## src/rtl/fp_wb_arbiter_pkg.sv

```systemverilog
// ---------------------------------------------------------------------------
// fp_wb_arbiter_pkg
//   Shared FP writeback types for the FPU result arbiter.
//
//   Contents:
//     FP_FLEN, FP_ID_W, FP_NUM_UNITS - default data, id and unit-count sizes
//     FFLAGS_W                       - exception-flag width (NV,DZ,OF,UF,NX)
//     FFLAG_*                        - bit positions inside an fflags vector
//     fp_wb_req_t                    - one producer's writeback request
//     fp_wb_out_t                    - the held writeback result
//     nan_box_single()               - NaN-boxes a 32-bit value into FP_FLEN
//
//   The struct fields are sized by the package constants.  Modules that use
//   them take those constants as their parameter defaults.
// ---------------------------------------------------------------------------
package fp_wb_arbiter_pkg;

    localparam int FP_FLEN      = 64;
    localparam int FP_ID_W      = 3;
    localparam int FP_NUM_UNITS = 4;
    localparam int FFLAGS_W     = 5;

    // Bit positions inside an fflags vector, matching fcsr.fflags ordering.
    localparam int FFLAG_NX = 0;
    localparam int FFLAG_UF = 1;
    localparam int FFLAG_OF = 2;
    localparam int FFLAG_DZ = 3;
    localparam int FFLAG_NV = 4;

    typedef struct packed {
        logic [FP_ID_W-1:0]  id;
        logic [FP_FLEN-1:0]  rd;
        logic [FFLAGS_W-1:0] fflags;
        logic                single;
    } fp_wb_req_t;

    typedef struct packed {
        logic [FP_ID_W-1:0]  id;
        logic [FP_FLEN-1:0]  data;
        logic [FFLAGS_W-1:0] fflags;
    } fp_wb_out_t;

    // A single-precision value in a wider FP register has every upper bit
    // set, so a double-precision read of it is a quiet NaN.
    function automatic logic [FP_FLEN-1:0] nan_box_single(input logic [31:0] value);
        return {{(FP_FLEN-32){1'b1}}, value};
    endfunction

endpackage

```

## src/rtl/fp_wb_arbiter_rr_arbiter.sv

```systemverilog
// ---------------------------------------------------------------------------
// rr_arbiter
//   Purely combinational round-robin pick.  The scan starts at index ptr and
//   moves upward, wrapping from N-1 to 0.  The first asserted request wins.
//   The caller owns the pointer register, which lets the integer writeback
//   path reuse this block with its own update policy.
//
//   Parameters:
//     N      - number of requesters (>= 2)
//     IDX_W  - width of an index into the requesters
//   Ports:
//     req    in  [N-1:0]      request vector
//     ptr    in  [IDX_W-1:0]  highest-priority index this cycle
//     grant  out [N-1:0]      one-hot grant; zero when nothing requests
//     winner out [IDX_W-1:0]  index of the granted requester
//     valid  out              some requester was granted
// ---------------------------------------------------------------------------
module rr_arbiter #(
    parameter int N     = 4,
    parameter int IDX_W = (N > 1) ? $clog2(N) : 1
) (
    input  logic [N-1:0]     req,
    input  logic [IDX_W-1:0] ptr,
    output logic [N-1:0]     grant,
    output logic [IDX_W-1:0] winner,
    output logic             valid
);

    // (base + off) mod N.  One guard bit keeps the sum from overflowing
    // before the single conditional subtraction.
    function automatic logic [IDX_W-1:0] wrap_idx(input logic [IDX_W-1:0] base,
                                                  input int               off);
        logic [IDX_W:0] sum;
        sum = {1'b0, base} + (IDX_W+1)'(off);
        if (sum >= (IDX_W+1)'(N)) begin
            sum = sum - (IDX_W+1)'(N);
        end
        return sum[IDX_W-1:0];
    endfunction

    always_comb begin
        grant  = '0;
        winner = '0;
        valid  = 1'b0;
        for (int k = 0; k < N; k++) begin
            if (!valid && req[wrap_idx(ptr, k)]) begin
                grant[wrap_idx(ptr, k)] = 1'b1;
                winner                  = wrap_idx(ptr, k);
                valid                   = 1'b1;
            end
        end
    end

endmodule

```

## src/rtl/fp_wb_arbiter.sv

```systemverilog
// ---------------------------------------------------------------------------
// fp_wb_arbiter
//   Responder end of the FPU writeback handshake.  NUM_UNITS result
//   producers raise req_done.  Each cycle the output slot can take a result,
//   one producer is acked in round-robin order.  Its result is registered and
//   presented to the FP register-file commit port under wb_valid/wb_ready.
//   A sticky fflags accumulator collects the flags of every retired result
//   for fcsr.
//
//   Parameters: NUM_UNITS (>=2), FLEN, ID_W, FFLAGS_W.
//   Ports:
//     clk         in   clock
//     rst         in   asynchronous reset, active low
//     req_done    in   [NUM_UNITS]           unit i holds a result
//     req_ack     out  [NUM_UNITS]           one-hot; unit i accepted this cycle
//     req_id      in   [NUM_UNITS*ID_W]      per-unit instruction id
//     req_rd      in   [NUM_UNITS*FLEN]      per-unit result
//     req_fflags  in   [NUM_UNITS*FFLAGS_W]  per-unit exception flags
//     req_single  in   [NUM_UNITS]           result is single precision
//     wb_valid    out  output register holds a result
//     wb_ready    in   downstream takes the result
//     wb_id       out  [ID_W]      id of the held result
//     wb_data     out  [FLEN]      held result
//     wb_fflags   out  [FFLAGS_W]  flags of the held result
//     fflags_acc  out  [FFLAGS_W]  sticky OR of retired flags
//     fflags_clr  in   clear the accumulator
//
//   Build option:
//     FP_WB_NAN_BOX_EN - when defined, a single-precision winner is captured
//                        NaN-boxed (upper FLEN-32 bits all ones).  When it is
//                        undefined, req_single is ignored.
// ---------------------------------------------------------------------------
module fp_wb_arbiter #(
    parameter int NUM_UNITS = fp_wb_arbiter_pkg::FP_NUM_UNITS,
    parameter int FLEN      = fp_wb_arbiter_pkg::FP_FLEN,
    parameter int ID_W      = fp_wb_arbiter_pkg::FP_ID_W,
    parameter int FFLAGS_W  = fp_wb_arbiter_pkg::FFLAGS_W
) (
    input  logic                          clk,
    input  logic                          rst,
    input  logic [NUM_UNITS-1:0]          req_done,
    output logic [NUM_UNITS-1:0]          req_ack,
    input  logic [NUM_UNITS*ID_W-1:0]     req_id,
    input  logic [NUM_UNITS*FLEN-1:0]     req_rd,
    input  logic [NUM_UNITS*FFLAGS_W-1:0] req_fflags,
    input  logic [NUM_UNITS-1:0]          req_single,
    output logic                          wb_valid,
    input  logic                          wb_ready,
    output logic [ID_W-1:0]               wb_id,
    output logic [FLEN-1:0]               wb_data,
    output logic [FFLAGS_W-1:0]           wb_fflags,
    output logic [FFLAGS_W-1:0]           fflags_acc,
    input  logic                          fflags_clr
);

    import fp_wb_arbiter_pkg::*;

    localparam int IDX_W = $clog2(NUM_UNITS);

    logic [IDX_W-1:0]     rr_ptr;
    logic                 slot_free;
    logic [NUM_UNITS-1:0] arb_req;
    logic [NUM_UNITS-1:0] grant_p0;
    logic [IDX_W-1:0]     winner_p0;
    logic                 vld_p0;
    logic                 retire;
    fp_wb_req_t           win_req_p0;
    fp_wb_out_t           out_nxt_p0;
    fp_wb_out_t           out_p1;
    logic                 vld_p1;

    // ---- p0: grant (combinational) ---------------------------------------
    // The slot can take a new result when it is empty or drains this cycle.
    // While it is stalled, no producer is acked, so every producer keeps
    // its result.
    assign slot_free = ~vld_p1 | wb_ready;
    assign arb_req   = req_done & {NUM_UNITS{slot_free}};

    rr_arbiter #(
        .N     (NUM_UNITS),
        .IDX_W (IDX_W)
    ) u_rr_arbiter (
        .req    (arb_req),
        .ptr    (rr_ptr),
        .grant  (grant_p0),
        .winner (winner_p0),
        .valid  (vld_p0)
    );

    // The ack is combinational and the reset is asynchronous.  Gate the ack
    // with reset so that no producer drops its result during reset.
    assign req_ack = grant_p0 & {NUM_UNITS{rst}};

    always_comb begin
        win_req_p0.id     = req_id[winner_p0*ID_W +: ID_W];
        win_req_p0.rd     = req_rd[winner_p0*FLEN +: FLEN];
        win_req_p0.fflags = req_fflags[winner_p0*FFLAGS_W +: FFLAGS_W];
        win_req_p0.single = req_single[winner_p0];
    end

`ifdef FP_WB_NAN_BOX_EN
    always_comb begin
        out_nxt_p0.id     = win_req_p0.id;
        out_nxt_p0.fflags = win_req_p0.fflags;
        out_nxt_p0.data   = win_req_p0.single ? nan_box_single(win_req_p0.rd[31:0])
                                              : win_req_p0.rd;
    end
`else
    logic unused_single;
    assign unused_single = win_req_p0.single;

    always_comb begin
        out_nxt_p0.id     = win_req_p0.id;
        out_nxt_p0.fflags = win_req_p0.fflags;
        out_nxt_p0.data   = win_req_p0.rd;
    end
`endif

    // ---- p1: output register and round-robin pointer ---------------------
    // A grant in the same cycle as a drain replaces the held result, so the
    // slot stays full on back-to-back cycles.  The pointer moves only on a
    // grant.  Idle and stalled cycles leave it where it is.
    always_ff @(posedge clk or negedge rst) begin
        if (!rst) begin
            vld_p1 <= 1'b0;
            out_p1 <= '0;
            rr_ptr <= '0;
        end else begin
            if (vld_p0) begin
                vld_p1 <= 1'b1;
                out_p1 <= out_nxt_p0;
                rr_ptr <= (winner_p0 == IDX_W'(NUM_UNITS-1)) ? '0 : winner_p0 + 1'b1;
            end else if (wb_ready) begin
                vld_p1 <= 1'b0;
            end
        end
    end

    // ---- retirement: sticky flag accumulator -----------------------------
    // A clear in the same cycle as a retirement keeps the retiring flags.
    // Those flags belong to an instruction that completes after the clear.
    assign retire = vld_p1 & wb_ready;

    always_ff @(posedge clk or negedge rst) begin
        if (!rst) begin
            fflags_acc <= '0;
        end else if (fflags_clr) begin
            fflags_acc <= retire ? out_p1.fflags : '0;
        end else if (retire) begin
            fflags_acc <= fflags_acc | out_p1.fflags;
        end
    end

    assign wb_valid  = vld_p1;
    assign wb_id     = out_p1.id;
    assign wb_data   = out_p1.data;
    assign wb_fflags = out_p1.fflags;

endmodule

```

## config.mk

```make
export PLATFORM = sky130hd
export DESIGN_NAME = fp_wb_arbiter
export DESIGN_NICKNAME = d
export VERILOG_FILES = /design/src/rtl/fp_wb_arbiter_pkg.sv /design/src/rtl/fp_wb_arbiter_rr_arbiter.sv /design/src/rtl/fp_wb_arbiter.sv
export SDC_FILE = /design/constraint.sdc
export NUM_CORES = 1
export LEC_CHECK = 0
export ABC_AREA = 1
export BUFFER_PORTS_ARGS = -buffer_cell sky130_fd_sc_hd__buf_4
export CAP_MARGIN = 10
export CELL_PAD_IN_SITES_DETAIL_PLACEMENT = 1
export CELL_PAD_IN_SITES_GLOBAL_PLACEMENT = 2
export CORE_MARGIN = 2
export CORE_UTILIZATION = 19
export DETAILED_ROUTE_END_ITERATION = 8
export PLACE_DENSITY_LB_ADDON = 0.12
export SLEW_MARGIN = 20
export SYNTH_ARGS = -nofsm -noshare
export SYNTH_HDL_FRONTEND = slang
export SYNTH_SLANG_ARGS = --single-unit
```

## constraint.sdc

```tcl
create_clock -name clk -period 2.57 [get_ports clk]
set_clock_uncertainty 0.05 [all_clocks]
set_input_delay 0.514 -clock clk [delete_from_list [all_inputs] [get_ports clk]]
set_output_delay 0.514 -clock clk [all_outputs]
set_load 0.02 [all_outputs]
```

==> impl_metrics.json, run 1 <==
{
  "die-area_um2": 37600,
  "path_max_fanout": 5,
  "vdd_drop_max_mv": 1.04,
  "slew_headroom": 0.644,
  "grt_max_degree": 81,
  "cts-htree-levels": 3,
  "fin_crit_sh": 1.00,
  "dr.pass1.iters": 4,
  "avgSynthCellArea_um2": 5.69,
  "final_layout_size_suffix_gt1_frac": 0.316,
  "critPathRequiredTime_ps": 2010,
  "r2r_slack_ps": 180,
  "final_hold_viol_count": 0,
  "synth_cells": 1205,
  "yosysSeqAreaShare": 0.292,
  "cp-end-kind": "output pin",
  "clock-sinks": 80,
  "top_layer": "met5",
  "critPathLaunchType": "flip-flop",
  "place_congestion": 0.768,
  "layout_commonest_cell": "nand2_1",
  "rows": 69,
  "core_area_um2": 35600,
  "min_path_type": "input pin to async pin",
  "worstMarginPinSlew_ps": 534,
  "p_per_area_nw_per_um2": 1820,
  "grt_pass1_vias": 9224,
  "drc": 0,
  "port_buffers": 377,
  "fin_crit_ps": 2570,
  "grt_pass1_wl_um": 52900,
  "cts_buffer_depth": 2,
  "rsz0062_at_grt": "yes",
  "antenna_found_initial": 3,
  "cp_top_family": "buffers and inverters",
  "cts_tree": "done",
  "regArea_um2": 2000,
  "clk_pin_slew_ps": 70,
  "crit_arrival_ps": 2010,
  "cp_slowest_cell": "dfrtp_1",
  "root_buffer": "clkbuf_16",
  "outcome": "finished with violations",
  "max_stage_delay_ps": 380,
  "fmaxAchievable_mhz": 389,
  "drv_slew": 0,
  "setup_violations": 2,
  "die_h_um": 194,
  "synthesis.area_um2": 6860,
  "wl_met1_um": 14200,
  "netlist-cell-type-count": 21,
  "power.leakage_nw": 6.58,
  "cap_violations": 0,
  "violations": "setup timing",
  "final.setup.tns_ps": -1.72,
  "num_io_pins": 382,
  "wl_per_cell_um": 16.6,
  "criticalPathCategory": "flip-flop to output pin",
  "n_fill_cell": 4626,
  "wl_met3_um": 2160,
  "dp_hpwl_um": 25100,
  "die_w_um": 194,
  "layout_setup_ws_ps": -1.24,
  "critical_path_buf_inv_count": 4,
  "final_util": 0.310,
  "total_power_w": 0.0201,
  "multi_input_area_um2": 4010,
  "ys.warnings.count": 0,
  "drt_iter0_drc": 278,
  "track_usage": 0.180,
  "syn_nets": 1513,
  "wl_met2_um": 17100,
  "ant_nets": 0,
  "layout_common_cells": "nand2_1 (603), buf_4 (410), nand3_1 (226)",
  "area_growth_pct": 61.0,
  "dp_cells": 2008,
  "cts_made_buffers": 9,
  "via_count": 8643,
  "routed_wl_um": 33900,
  "fin_cells": 2041,
  "ys_seq_elements": 80,
  "avgViaCountPerCell": 4.23,
  "clock_latency_ps": 370,
  "start_util": 0.193,
  "grt_overflow_total": 0,
  "path_cells": "inv_2 -> ha_4 -> inv_4 -> nand3_4 -> nand2_8 -> nor2_4 -> buf_6 -> nand2_2 -> a41oi_2 -> buf_4",
  "final_nets": 1882
}
==> timing repair <==
action / 4_1_cts / 5_1_grt
hold endpoints to repair: 0 / 0
pin swaps: 8 / 6
hold buffers: 0 / 0
setup buffers: 9 / 7
resized for setup: 32 / 10
endpoints found under the setup margin: 4 / 20
==> registers in the layout, summed over array words and instances (netlist names) <==
signal,flops
fflags_acc,5
rr_ptr,2
wb_fflags,5
wb_id,3
wb_valid,1
wb_data,64
==> worst paths after layout <==
| check | cells after the start | startpoint | to |
|---|---|---|---|
| min | 2 | rst | wb_data[11] |
| max in group asynchronous | 2 | rst | wb_valid |
| max reg2reg | 17 | rr_ptr[0] | wb_data[23] |
| max | 10 | rr_ptr[0] | req_ack[0] |
| min reg2reg | 2 | wb_data[9] | wb_data[9] |
| min in group clk | 2 | fflags_clr | fflags_acc[3] |
==> power breakdown <==
part           internal, W  total (W)  switching, W
clock network     0.000731    0.00133      0.000597
registers          0.00209    0.00247      0.000384
logic              0.00607     0.0163        0.0102
==> cell usage after synthesis <==
cell      number  area [um^2]
nand2_1      617         2320
nand3_1      232         1160
inv_1        157          589
dfrtp_1       80         2000
buf_2         37          185
clkbuf_1      23         86.3
buf_6         11          124
ha_1           8          100
buf_4          6         45.0
nand3_2        6         60.1
o21ai_0        5         25.0
a41oi_1        4         35.0
inv_2          4         15.0
nand2_2        3         18.8
nor2_1         3         11.3
a21oi_1        2         10.0
nand2_4        2         22.5
nor2_4         2         22.5
buf_1          1         3.75
nand4_1        1         6.26
nand4_4        1         21.3
==> final cells by class <==
| class | instances | share of cell area |
|---|---|---|
| multi-input cells | 886 | 0.363 |
| repair buffers | 436 | 0.322 |
| clock inverters | 3 | 0.00136 |
| well taps | 461 | 0.0522 |
| clock buffers | 13 | 0.0245 |
| flip-flops and latches | 80 | 0.181 |
| inverters | 161 | 0.0555 |
| diodes | 1 | 0.000227 |
==> layer usage <==
metal | track usage | vias up
met4 | 0.0331 | 4
met1 | 0.213 | 4034
met2 | 0.318 | 192
met3 | 0.0588 | 24
met5 | 0 | -
li1 | - | 4389
==> stage by stage <==
stage                     hold slack (ps)  setup slack (ps)  instance area [um^2]
after floorplan                       168               124                  6890
after global placement                413              42.1                 10400
after detailed placement              416             -29.5                 10400
after CTS                             217             -54.5                 10900
after global routing                  231              -147                 11000
final                                 202             -1.24                 11000
==> logic make-up after synthesis <==
kind of cell,Yosys count,share of synthesized area
AO/OA/AOI/OAI,11,0.0102
flip-flops,80,0.292
buffers and inverters,239,0.153
adder cells (fa/ha/maj),8,0.0146
AND/OR/NAND/NOR,867,0.531
(Power assumes the default switching activity.)
==> run 2, diff against run 1 <==
--- a/config.mk
+++ b/config.mk
@@ -17,4 +17,5 @@
 export SLEW_MARGIN = 20
 export SYNTH_ARGS = -nofsm -noshare
 export SYNTH_HDL_FRONTEND = slang
+export SYNTH_HIERARCHICAL = 1
 export SYNTH_SLANG_ARGS = --single-unit
==> run 2 against run 1 <==
Compared with the run above: the run still ends with setup timing left; via count is 1.4% higher; worst hold slack better by 10 ps; critical path depth is 5 higher; first-iteration DRC count is 14% lower; utilization is 2.6 points higher; final area is 8.6% higher; sequential share of layout area is 1.5 points lower; clock-buffer cell count is 4 lower; critical endpoint unchanged; largest cell class is now non-clock buffers.
==> impl_metrics.json, run 2 <==
{
  "wl_met3_um": 2220,
  "violations": "setup timing",
  "grt_max_degree": 79,
  "dp_hpwl_um": 24300,
  "drc": 0,
  "synthDominantCellAreaShare": 0.326,
  "clk_pin_slew_ps": 70,
  "grt_overflow_total": 0,
  "min_path_type": "input pin to async pin",
  "worstMarginPinSlew_ps": 512,
  "synth-main-ff-cell": "dfrtp_1",
  "die_w_um": 194,
  "top_layer": "met4",
  "place_area_um2": 10700,
  "synth_edf_count": 0,
  "place_congestion": 0.797,
  "start_util": 0.193,
  "final_hold_viol_count": 0,
  "cts-htree-levels": 3,
  "slew_headroom": 0.658,
  "cap_violations": 0,
  "ant_nets": 0,
  "cp-end-kind": "output pin",
  "wl_met1_um": 15000,
  "largest_reg_flops": 64,
  "outcome": "finished with violations",
  "antenna_found_initial": 0,
  "yosysMostFrequentCell": "nand2_1",
  "yosys.area.top_type": "nand2_1",
  "layout_common_cells": "nand2_1 (587), buf_4 (412), inv_1 (301)",
  "die-area_um2": 37800,
  "grt_pass1_wl_um": 50400,
  "fin_crit_ps": 2630,
  "routed_wl_um": 34800,
  "final_util": 0.336,
  "cts_made_buffers": 9,
  "via_count": 8766,
  "layout_commonest_cell": "nand2_1",
  "synthesis.area_um2": 6890,
  "syn_nets": 1573,
  "yosysSeqAreaShare": 0.290,
  "dr.pass1.iters": 4,
  "path_max_fanout": 8,
  "avgViaCountPerCell": 4.07,
  "synth_cells": 1267,
  "setup_violations": 5,
  "clock_latency_ps": 350,
  "wl_met2_um": 17100,
  "area_growth_pct": 74.0,
  "pre_cts_ws_ps": -128,
  "track_usage": 0.169,
  "port_buffers": 377,
  "fin_area_um2": 12000,
  "grt_pass1_vias": 9024,
  "ys_async_sr_fraction": 1.00,
  "num_io_pins": 382,
  "rsz0062_at_grt": "yes",
  "crit_arrival_ps": 2070,
  "avgSynthCellArea_um2": 5.44,
  "ys.warnings.count": 6,
  "diodes": 0,
  "fin_crit_sh": 1.02,
  "synth_common_cells": "nand2_1 (599), inv_1 (311), nand3_1 (163)",
  "drt_iter0_drc": 239,
  "root_buffer": "clkbuf_16",
  "critPathLaunchType": "flip-flop",
  "critPathRequiredTime_ps": 2010,
  "wl_per_cell_um": 16.1,
  "netlist-cell-type-count": 22,
  "die_h_um": 194,
  "clock-sinks": 80,
  "criticalPathCategory": "flip-flop to output pin",
  "final_nets": 1996,
  "final_layout_size_suffix_gt1_frac": 0.330,
  "n_fill_cell": 4649,
  "drv_slew": 0,
  "fmaxAchievable_mhz": 380,
  "rows": 69,
  "cts_buffer_depth": 2,
  "core_area_um2": 35700,
  "final.setup.tns_ps": -128,
  "ys_seq_elements": 80,
  "synthTopCellsByArea": "nand2_1 (33%), dfrtp_1 (29%), inv_1 (17%)",
  "cts_tree": "done",
  "layout_setup_ws_ps": -61.5
}
run 2: cell types whose count changed in the layout (fill, tap and decap cells not counted), moves of 5 or more:
cell	previous run	this run
nor2_4	2	7
nand2_1	603	587
inv_1	153	301
buf_8	0	5
a21oi_2	0	5
nand3_2	6	13
clkbuf_16	9	26
inv_2	4	10
buf_6	6	16
nand3_1	226	146
nand4_1	1	7
run 2: logic make-up (layout without fill, tap and decap cells):
kind of cell | after synthesis | after routing | share of synthesized area
AND/OR/NAND/NOR | 786 | 786 | 0.467
buffers and inverters | 377 | 805 | 0.217
flip-flops | 80 | 80 | 0.290
AO/OA/AOI/OAI | 18 | 18 | 0.0149
adder cells (fa/ha/maj) | 6 | 6 | 0.0109
run 2: per-stage QoR:
stage	hold WS (ps)	std cells
floorplan	168	1267
global placement	288	2101
detailed placement	286	2101
CTS	228	2125
global route	256	2156
finish	212	2156
run 2: worst paths after layout:
| check | startpoint | endpoint | slack [ps] | cells past startpoint |
|---|---|---|---|---|
| worst min-delay path | rst | wb_data[37] | 210 | 2 |
| worst max-delay path | wb_valid | req_ack[0] | -60 | 15 |
| worst max register to register | wb_valid | wb_id[1] | 0 | 20 |
| min in group clk | fflags_clr | fflags_acc[1] | 340 | 2 |
| worst min register to register | wb_data[22] | wb_data[22] | 430 | 2 |
| max in group asynchronous | rst | wb_data[47] | 1800 | 2 |
run 2: final cells by class:
type / count / area [um^2] / share of cell area
repair buffers: 475 / 4270 / 0.356
clock inverters: 7 / 77.6 / 0.00647
inverters: 314 / 1190 / 0.0990
flip-flops and latches: 80 / 2000 / 0.167
multi-input cells: 810 / 3660 / 0.305
well taps: 461 / 577 / 0.0481
clock buffers: 9 / 225 / 0.0188
run 2: per-layer routing:
metal | vias to the layer above | global-route usage
li1 | 4508 | -
met4 | 0 | 0.0333
met5 | - | 0
met3 | 20 | 0.0434
met1 | 4000 | 0.206
met2 | 238 | 0.301
run 2: worst max-delay path: stages (launching register included):
cell	delay (ps)
dfrtp_1	360
inv_2	60
nor2_4	100
buf_12	140
nor2_4	40
inv_2	60
nand2_4	50
nand3_4	100
nand2_4	70
nor2_4	120
buf_6	150
nand4_1	130
nand3_2	110
nand2_2	50
inv_2	50
buf_6	100
run 2: timing repair:
item                                    CTS  global route
pin swaps                                17            21
hold endpoints to repair                  2             0
gates cloned                              0            23
endpoints found under the setup margin    4            78
setup buffers                             9            12
resized for setup                        42            60
hold buffers                              1             0
Power of run 2 is not shown: default switching activity piles up to over one toggle a cycle in this logic, so the estimate is an artifact.
==> run 3, diff against run 2 <==
--- a/config.mk
+++ b/config.mk
@@ -13,7 +13,8 @@
 export CORE_MARGIN = 2
 export CORE_UTILIZATION = 19
 export DETAILED_ROUTE_END_ITERATION = 8
-export PLACE_DENSITY_LB_ADDON = 0.12
+export GPL_ROUTABILITY_DRIVEN = 0
+export PLACE_DENSITY = 0.9
 export SLEW_MARGIN = 20
 export SYNTH_ARGS = -nofsm -noshare
 export SYNTH_HDL_FRONTEND = slang
==> run 3 against run 2 <==
Compared with the run above: the flow still finishes with violations (setup timing); first-iteration DRC count is 16% lower; clock-buffer cell count is 1 higher; global-route usage decreased by 1.5 points; worst hold slack improved by 140 ps.
==> impl_metrics.json, run 3 (synthesis gave the netlist of run 2 again) <==
{
  "track_usage": 0.154,
  "fmaxAchievable_mhz": 385,
  "fin_crit_sh": 1.01,
  "cp-end-kind": "output pin",
  "cts-htree-levels": 3,
  "area_growth_pct": 66.9,
  "grt_overflow_total": 0,
  "routed_wl_um": 35200,
  "r2r_slack_ps": -10,
  "diodes": 0,
  "avgViaCountPerCell": 4.19,
  "cts_made_buffers": 9,
  "n_fill_cell": 4648,
  "final_hold_viol_count": 0,
  "dp_hpwl_um": 22600,
  "hold_depth": 2,
  "fin_crit_ps": 2600,
  "startpoint": "wb_valid",
  "layout_commonest_cell": "nand2_1",
  "slew_headroom": 0.578,
  "port_buffers": 377,
  "die_h_um": 194,
  "start_util": 0.193,
  "rows": 69,
  "layout_setup_ws_ps": -25.3,
  "final_nets": 1963,
  "critPathLaunchType": "flip-flop",
  "violations": "setup timing",
  "criticalPathCategory": "flip-flop to output pin",
  "num_io_pins": 382,
  "drc": 0,
  "path_max_fanout": 5,
  "clock-sinks": 80,
  "critPathRequiredTime_ps": 2010,
  "setup_violations": 5,
  "min_path_type": "input pin to flip-flop",
  "layout_common_cells": "nand2_1 (594), buf_4 (391), inv_1 (306)",
  "r2r-start": "wb_valid",
  "clock_latency_ps": 340,
  "core_area_um2": 35700,
  "rsz0062_at_grt": "yes",
  "via_count": 8894,
  "largest_reg_flops": 64,
  "dr.pass1.iters": 5,
  "outcome": "finished with violations",
  "reg2regPathDepth": 19,
  "die-area_um2": 37800,
  "root_buffer": "clkbuf_16",
  "grt_pass1_vias": 8989,
  "final_util": 0.323,
  "worstMarginPinSlew_ps": 633,
  "min_from": "fflags_clr",
  "grt_pass1_wl_um": 47000,
  "cap_violations": 0,
  "wl_per_cell_um": 16.6,
  "holdPathEnd": "fflags_acc[4]",
  "final_layout_size_suffix_gt1_frac": 0.298,
  "crit_arrival_ps": 2030,
  "ant_nets": 0,
  "drt_iter0_drc": 201,
  "drv_slew": 0,
  "die_w_um": 194,
  "cts_buffer_depth": 2,
  "rr_endpoint": "wb_data[37]",
  "clk_pin_slew_ps": 70,
  "cts_tree": "done",
  "grt_max_degree": 75,
  "antenna_found_initial": 0
}
-- run 3: cell types whose count changed in the layout (fill, tap and decap cells not counted), moves of 5 or more --
cell / delta
buf_4: -21
nand2_2: -5
inv_1: +5
nand3_2: -12
buf_12: -8
nand3_1: +14
nand2_1: +7
-- run 3: repair_timing --
action,4_1_cts,5_1_grt
buffers inserted,2,6
setup endpoints to repair,4,45
endpoints found under the hold margin,1,0
hold buffers,1,0
pin swaps,7,14
resized for setup,18,40
gates cloned,0,28
-- run 3: metal layers --
layer	vias up	track usage	share of wire
met5	-	0	0
met4	0	0.0319	0.016
met3	31	0.0333	0.053
met2	264	0.285	0.51
met1	4172	0.182	0.43
li1	4427	-	-
-- run 3: worst max-delay path: stages (launching register included) --
cell and delay (ps):
dfrtp_1 390, inv_2 80, nor2_4 60, nor2_2 130
inv_1 60, nand2_2 90, nand3_4 90, buf_4 160
a21boi_0 250, a21oi_2 50, nand3_1 80, nand2_1 50
inv_1 60, buf_4 140
-- run 3: layout make-up --
cell class | instances | area (um^2) | share of cell area
multi-input combinational | 810 | 3510 | 0.305
timing repair buffer | 440 | 3880 | 0.337
sequential | 80 | 2000 | 0.174
clock inverter | 5 | 81.3 | 0.00707
timing repair inverter | 2 | 25.0 | 0.00217
tap | 461 | 577 | 0.0501
inverter | 314 | 1190 | 0.104
clock buffer | 10 | 239 | 0.0208
-- run 3: how the worst max path moves through the flow --
stage	end	slack [ps]	cells past startpoint
3_3_place_gp	wb_data[43]	-130	17
2_1_floorplan	wb_data[0]	100	19
6_report	req_ack[2]	-30	13
3_5_place_dp	wb_data[4]	-140	17
4_1_cts	req_ack[1]	-10	14
5_1_grt	wb_data[41]	-200	19
-- run 3: through the flow --
| stage | TNS (ps) | instance area, um^2 | setup WS (ps) | hold slack [ps] | instances |
|---|---|---|---|---|---|
| floorplan | 0 | 6890 | 97.3 | 168 | 1267 |
| global placement | -2760 | 10400 | -132 | 274 | 2071 |
| detailed placement | -6650 | 10400 | -145 | 274 | 2071 |
| CTS | -21.8 | 10800 | -11.3 | 345 | 2088 |
| global route | -11510 | 11500 | -197 | 345 | 2122 |
| finish | -36.2 | 11500 | -25.3 | 356 | 2122 |
Power of run 3 is left out for the same reason.
